===== config.mk =====
export PLATFORM = sky130hd
export DESIGN_NAME = candidate_bank_reader_flat
export DESIGN_NICKNAME = d
export VERILOG_FILES = /design/src/rtl/candidate_bank_reader_if.sv /design/src/rtl/candidate_bank_reader.sv /design/src/flat_wrapper.sv
export SDC_FILE = /design/constraint.sdc
export NUM_CORES = 1
export LEC_CHECK = 0
export CORE_ASPECT_RATIO = 1.5
export CORE_MARGIN = 2
export CORE_UTILIZATION = 36
export DETAILED_ROUTE_END_ITERATION = 10
export PLACE_DENSITY = 0.82
export SLEW_MARGIN = 15
export SYNTH_ARGS = -nofsm -noshare
export SYNTH_HDL_FRONTEND = slang
export SYNTH_SLANG_ARGS = --single-unit

===== constraint.sdc =====
create_clock -name clk -period 1.52 [get_ports clk]
set_input_delay 0.304 -clock clk [delete_from_list [all_inputs] [get_ports clk]]
set_output_delay 0.304 -clock clk [all_outputs]
set_load 0.02 [all_outputs]

===== src/rtl/candidate_bank_reader_if.sv =====
// ============================================================================
// Module      : candidate_bank_reader_if
// Description : Bank access and candidate stream signals of the bank reader.
// Revision    : 1.0 - initial release
// ============================================================================
`default_nettype none

interface candidate_bank_reader_if #(
  parameter int WORD_WIDTH = 16
);
  logic [WORD_WIDTH-1:0] mem_index;
  logic                  mem_wr_en;
  logic [WORD_WIDTH-1:0] mem_wr_data;
  logic [WORD_WIDTH-1:0] mem_rd_data;
  logic [WORD_WIDTH-1:0] out_data;
  logic                  out_valid;
  logic                  out_ready;
  logic                  out_last;

  modport master (
    output mem_index, mem_wr_en, mem_wr_data,
    input  mem_rd_data,
    output out_data, out_valid, out_last,
    input  out_ready
  );

  modport slave (
    input  mem_index, mem_wr_en, mem_wr_data,
    output mem_rd_data,
    input  out_data, out_valid, out_last,
    output out_ready
  );
endinterface

`default_nettype wire


===== src/rtl/candidate_bank_reader.sv =====
// ============================================================================
// Module      : candidate_bank_reader
// Description : Streams a run of big-endian 16-bit candidate entries from the
//               byte bank to a valid/ready consumer. Optional CANDREAD_CLEAR_EN
//               zeroes each entry after it has been consumed.
// Revision    : 1.0 - initial release
// ============================================================================
`default_nettype none

module candidate_bank_reader #(
  parameter int WORD_WIDTH = 16,
  parameter int MEM_DEPTH  = 32,
  parameter int CNT_WIDTH  = 5
) (
  input  logic                  clk,
  input  logic                  nrst,
  input  logic                  start,
  input  logic [WORD_WIDTH-1:0] base_addr,
  input  logic [CNT_WIDTH-1:0]  count,
  output logic                  busy,
  output logic                  done,
  candidate_bank_reader_if.master bus
);

  localparam int                 c_addr_w  = $clog2(MEM_DEPTH);
  localparam logic [CNT_WIDTH-1:0] c_max_cnt = CNT_WIDTH'(MEM_DEPTH / 2);

  typedef enum logic [2:0] {
    S_IDLE    = 3'd0,
    S_FETCH   = 3'd1,
    S_PRESENT = 3'd2,
    S_DONE    = 3'd3
`ifdef CANDREAD_CLEAR_EN
    , S_CLEAR = 3'd4
`endif
  } state_t;

  state_t                r_state;
  logic [c_addr_w-1:0]   r_addr;
  logic [CNT_WIDTH-1:0]  r_remaining;
  logic [WORD_WIDTH-1:0] r_mem_index;
  logic [WORD_WIDTH-1:0] r_out_data;
  logic                  r_out_valid;
  logic                  r_out_last;
  logic                  r_busy;
  logic                  r_done;

  logic [c_addr_w-1:0]   w_base_even;
  logic [c_addr_w-1:0]   w_next_addr;
  logic [CNT_WIDTH-1:0]  w_eff_count;
  logic                  w_final;
  logic                  w_unused;

  // Address arithmetic is done at bank width so it wraps modulo MEM_DEPTH.
  assign w_base_even = {base_addr[c_addr_w-1:1], 1'b0};
  assign w_next_addr = r_addr + c_addr_w'(2);
  assign w_eff_count = (count > c_max_cnt) ? c_max_cnt : count;
  assign w_final     = (r_remaining == CNT_WIDTH'(1));
  assign w_unused    = &{1'b0, base_addr[WORD_WIDTH-1:c_addr_w], base_addr[0]};

`ifdef CANDREAD_CLEAR_EN
  logic r_mem_wr_en;
  assign bus.mem_wr_en = r_mem_wr_en;
`else
  assign bus.mem_wr_en = 1'b0;
`endif

  assign bus.mem_wr_data = '0;
  assign bus.mem_index   = r_mem_index;
  assign bus.out_data    = r_out_data;
  assign bus.out_valid   = r_out_valid;
  assign bus.out_last    = r_out_last;
  assign busy            = r_busy;
  assign done            = r_done;

  always_ff @(posedge clk or negedge nrst) begin
    if (!nrst) begin
      r_state     <= S_IDLE;
      r_addr      <= '0;
      r_remaining <= '0;
      r_mem_index <= '0;
      r_out_data  <= '0;
      r_out_valid <= 1'b0;
      r_out_last  <= 1'b0;
      r_busy      <= 1'b0;
      r_done      <= 1'b0;
`ifdef CANDREAD_CLEAR_EN
      r_mem_wr_en <= 1'b0;
`endif
    end else begin
      case (r_state)
        S_IDLE: begin
          if (start) begin
            r_busy <= 1'b1;
            if (count == '0) begin
              r_state <= S_DONE;
              r_done  <= 1'b1;
            end else begin
              r_state     <= S_FETCH;
              r_addr      <= w_base_even;
              r_remaining <= w_eff_count;
              r_mem_index <= WORD_WIDTH'(w_base_even);
            end
          end
        end

        S_FETCH: begin
          r_out_data  <= bus.mem_rd_data;
          r_out_valid <= 1'b1;
          r_out_last  <= w_final;
          r_state     <= S_PRESENT;
        end

        S_PRESENT: begin
          if (bus.out_ready) begin
            r_out_valid <= 1'b0;
            r_out_last  <= 1'b0;
`ifdef CANDREAD_CLEAR_EN
            r_state     <= S_CLEAR;
            r_mem_wr_en <= 1'b1;
`else
            r_addr      <= w_next_addr;
            r_remaining <= r_remaining - CNT_WIDTH'(1);
            if (w_final) begin
              r_state     <= S_DONE;
              r_done      <= 1'b1;
              r_mem_index <= '0;
            end else begin
              r_state     <= S_FETCH;
              r_mem_index <= WORD_WIDTH'(w_next_addr);
            end
`endif
          end
        end

`ifdef CANDREAD_CLEAR_EN
        // mem_index still holds the consumed entry's address during this cycle.
        S_CLEAR: begin
          r_mem_wr_en <= 1'b0;
          r_addr      <= w_next_addr;
          r_remaining <= r_remaining - CNT_WIDTH'(1);
          if (w_final) begin
            r_state     <= S_DONE;
            r_done      <= 1'b1;
            r_mem_index <= '0;
          end else begin
            r_state     <= S_FETCH;
            r_mem_index <= WORD_WIDTH'(w_next_addr);
          end
        end
`endif

        S_DONE: begin
          r_done  <= 1'b0;
          r_busy  <= 1'b0;
          r_state <= S_IDLE;
        end

        default: begin
          r_state <= S_IDLE;
        end
      endcase
    end
  end

endmodule

`default_nettype wire


===== src/flat_wrapper.sv =====
// flat-port wrapper written by rule: the top's interface ports become plain ports
module candidate_bank_reader_flat 
#(
  parameter int WORD_WIDTH = 16,
  parameter int MEM_DEPTH  = 32,
  parameter int CNT_WIDTH  = 5
)
  (clk, nrst, start, base_addr, count, busy, done, bus_mem_index, bus_mem_wr_en, bus_mem_wr_data, bus_mem_rd_data, bus_out_data, bus_out_valid, bus_out_last, bus_out_ready);
  candidate_bank_reader_if #(.WORD_WIDTH(WORD_WIDTH)) bus_i ();
  input  logic clk;
  input  logic nrst;
  input  logic start;
  input  logic [WORD_WIDTH-1:0] base_addr;
  input  logic [CNT_WIDTH-1:0] count;
  output logic busy;
  output logic done;
  output wire logic [$bits(bus_i.mem_index)-1:0] bus_mem_index;
  output wire logic [$bits(bus_i.mem_wr_en)-1:0] bus_mem_wr_en;
  output wire logic [$bits(bus_i.mem_wr_data)-1:0] bus_mem_wr_data;
  input wire logic [$bits(bus_i.mem_rd_data)-1:0] bus_mem_rd_data;
  output wire logic [$bits(bus_i.out_data)-1:0] bus_out_data;
  output wire logic [$bits(bus_i.out_valid)-1:0] bus_out_valid;
  output wire logic [$bits(bus_i.out_last)-1:0] bus_out_last;
  input wire logic [$bits(bus_i.out_ready)-1:0] bus_out_ready;
  assign bus_mem_index = bus_i.mem_index;
  assign bus_mem_wr_en = bus_i.mem_wr_en;
  assign bus_mem_wr_data = bus_i.mem_wr_data;
  assign bus_i.mem_rd_data = bus_mem_rd_data;
  assign bus_out_data = bus_i.out_data;
  assign bus_out_valid = bus_i.out_valid;
  assign bus_out_last = bus_i.out_last;
  assign bus_i.out_ready = bus_out_ready;
  candidate_bank_reader #(.WORD_WIDTH(WORD_WIDTH), .MEM_DEPTH(MEM_DEPTH), .CNT_WIDTH(CNT_WIDTH)) u_core (.clk(clk), .nrst(nrst), .start(start), .base_addr(base_addr), .count(count), .busy(busy), .done(done), .bus(bus_i));
endmodule

==> metrics.md <==
| Metric | Value |
|---|---|
| Share of cells above drive strength 1 | ~24% |
| Htree depth | 2 |
| Total GRT Usage | 14.4% |
| Post-DP Area | 2510 um2 |
| Crit Path Max Fanout | 9 |
| Area Growth Syn to Fin | 41.5% |
| Clock Power Share | a little over an eighth |
| RSZ-0062 raised after global routing | true |
| Core area | 5080 um2 |
| Largest net degree at the start of global routing | 37 |
| Average wire per standard cell | between 10 and 15 um |
| Global route total overflow | 0 |
| Post-Syn Area | 1890 um2 |
| Die X | between 60 and 70 um |
| NetSw | 2080 uW |
| Worst endpoint required time | 1.69 ns |
| First-pass GRT wire length | 6.62 mm |
| Clock sink count | 36 |
| CTS tree | yes |
| Seq cells post-synth | 36 |
| Vias in the first global route | approximately 1500 |
| CP Depth | 5 |
| Number of enable flip-flop cells after synthesis | 0 |
| Post-DP HPWL | around 3.0 mm |
| Final nets | 296 |
| Post-synth top flop | dfrtp_1 |
| Fmax | about 0.67 GHz |
| DRC | 0 |
| Gate power share | 51.8% |
| Die Area | between 5000 and 6000 um2 |
| Pwr/cell area | 1920 nW/um2 |
| Initial antenna violation count | 0 |
| Final ANT Viol Nets | 0 |
| Critical Path End Type | register |
| Worst R2R End | u_core.r_remaining[4]$_DFFE_PN0P_ |
| Cell-internal power | 3060 uW |
| Initial Utilization | about 37% |
| Worst hold path type | input port to register |
| Antenna cell count | 0 |
| Die H | 92.7 um |
| First-pass DRT Iterations | 4 |
| Yosys warning count | 0 |
| Clock Skew | 0.00697 ns |
| Yosys top cell area share | about 48% |
| Asr flop ratio synth | 100% |
| Max cap viols | 0 |
| Synth unique cells | 37 |
| Std cell rows | 32 |
| Final Hold Viols | 0 |
| Sequential Power Share | a little over a third |
| Final Slew Violations | 0 |
| WS Path Type | register to register |
| Initial DRC Count | 21 |
| Worst path slowest cell | dfrtp_1 |
| I/O pin total | 94 |
| Clock root buffer | clkbuf_8 |
| DR vias/cell | 4.69 |
| Routed WL | 4.12 mm |
| Final Cycle Share | 98.5% |
| Synth top cells by count | dfrtp_1 (36), buf_4 (30), mux2_2 (16), nor2_1 (12), a21oi_1 (11) |
| Longest Clk Path Bufs | 2 |
| Crit-path max cell delay | 0.43 ns |
| Crit path max-delay family | flip-flops |
| Sw Ratio | 40.5% |
| HP Start | count[2] |
| CP Launch Point | u_core.r_state[1]$_DFFE_PN0P_ |
| Maximum VDD drop | ~1100 uV |
| Clk Latency, worst-skew pair | 0.29 ns |
| Vias | between 1500 and 2000 |
| Crit path DAT | approximately 1.7 ns |
| Worst reg2reg setup slack | 0.02 ns |
| GPL Wtd Cong | 0.779 |
| Core Util, Final | a little over half |
| Most frequent cell after synthesis | dfrtp_1 |
| CP Cell Sequence | nor4_2 -> a211oi_4 -> buf_4 -> a21oi_1 -> a21oi_1 |
| Tot Pwr | 5140 uW |
| Port bufs | 53 |
| Setup violations, final | 0 |
| WP buf/inv | 1 |
| Reg2reg path depth | 5 |
| Total CTS buffers | 5 |
| Startpoint Class | register |
| Top area cells in the synthesized netlist | dfrtp_1 (48%), buf_4 (12%), mux2_2 (9.5%) |
| Final min period | approximately 1.5 ns |
| Static leakage | 0.00123 uW |
| Outcome | complete, no violations |
| Area leader, netlist | dfrtp_1 |
| Seq/Total Area, Yosys | 47.7% |
| Post-Layout Inst Area | roughly 2700 um2 |
| CP dominant cell by count | a21oi_1 |
| Avg Cell Area, Syn | 10.7 um2 |
| CTS clk-pin slew, worst paths | 0.07 ns |
| Critical Path End | u_core.r_remaining[4]$_DFFE_PN0P_ |
| Synthesized instance count | ~180 |
| Reg2Reg Launch Point | u_core.r_state[1]$_DFFE_PN0P_ |
-- placed cells by master, fill, tap and decap left out, drive strengths merged, types with 4 or more instances in the layout --
master and count:
o21a 4, a31oi 5, mux2 16, dlygate4sd2 25
nand3 4, dfrtp 36, inv 9, nor2 13
a21oi 12, buf 24, clkdlybuf4s50 25, clkbuf 8
nand2 7, conb 28
-- stage by stage --
step | instances | setup WS (ns) | hold slack (ns) | setup TNS (ns)
floorplan | 203 | 0.00886 | 0.00841 | 0
global placement | 309 | -0.342 | 0.279 | -4.20
detailed placement | 309 | -0.384 | 0.280 | -4.89
CTS | 318 | 0.00635 | 0.494 | 0
global route | 321 | -0.0624 | 0.463 | -0.129
finish | 321 | 0.0222 | 0.436 | 0
-- state kept, by name, indices dropped and copies added, names as in the netlist --
register,flops
u_core.r_addr,4
u_core.r_state,2
u_core.bus.mem_index,5
u_core.done,1
u_core.busy,1
u_core.bus.out_last,1
u_core.bus.out_valid,1
u_core.bus.out_data,16
u_core.r_remaining,5
-- cell families (layout without fill, tap and decap cells) --
| logic type | after synthesis | after routing | synth area share, % |
|---|---|---|---|
| buf+inv | 44 | 94 | 15.6 |
| compound gates | 39 | 39 | 14.6 |
| flops | 36 | 36 | 47.7 |
| simple gates | 33 | 33 | 8.35 |
| mux | 17 | 17 | 10.1 |
| fa+ha+maj | 3 | 3 | 1.99 |
| xor+xnor | 3 | 3 | 1.39 |
| other cells | 1 | 28 | 0.199 |
-- repair_timing --
item,CTS,global route
buffers inserted,0,2
endpoints found under the hold margin,36,0
cloned,0,1
hold buffers,1,0
endpoints found under the setup margin,38,22
gates resized for setup,28,15
pin swaps,0,1
-- worst min-delay path: cells and delay by family --
family          cells  cell delay (ns)
compound gates      2             0.24
buf+inv             1             0.14
-- metal layers --
| layer | routed length [um] | up-vias | share of wire, % | GRT usage (%) |
|---|---|---|---|---|
| met4 | 81 | 0 | 2.0 | 6.11 |
| met1 | 1520 | 723 | 37 | 15.1 |
| met2 | 2250 | 68 | 55 | 26.2 |
| li1 | - | 705 | - | - |
| met5 | 0 | - | 0 | 0 |
| met3 | 268 | 9 | 6.5 | 4.50 |
-- worst min path at each step --
stage                                          end  cells past startpoint
3_5_place_dp   u_core.bus.out_data[11]$_DFFE_PN0P_                      2
2_1_floorplan  u_core.bus.mem_index[0]$_DFFE_PN0P_                      0
6_report         u_core.r_remaining[2]$_DFFE_PN0P_                      3
4_1_cts        u_core.bus.mem_index[1]$_DFFE_PN0P_                      1
5_1_grt          u_core.r_remaining[3]$_DFFE_PN0P_                      3
3_3_place_gp   u_core.bus.out_data[11]$_DFFE_PN0P_                      2
-- final cells by class --
| class | instances | area [um2] |
|---|---|---|
| inverter | 9 | 33.8 |
| clock buffer | 8 | 90.1 |
| timing repair buffer | 77 | 708 |
| tap | 68 | 85.1 |
| multi-input combinational | 123 | 852 |
| fill | 455 | 2410 |
| sequential | 36 | 902 |
-- power groups by stage --
| stage | logic [uW] | registers, uW | clock network [uW] |
|---|---|---|---|
| 2_1_floorplan | 1310 | 2100 | 0 |
| 3_3_place_gp | 2710 | 1750 | 0 |
| 3_5_place_dp | 2770 | 1770 | 0 |
| 4_1_cts | 2560 | 1750 | 718 |
| 5_1_grt | 2900 | 1850 | 769 |
| 6_report | 2660 | 1780 | 697 |
(Power assumes the default switching activity.)
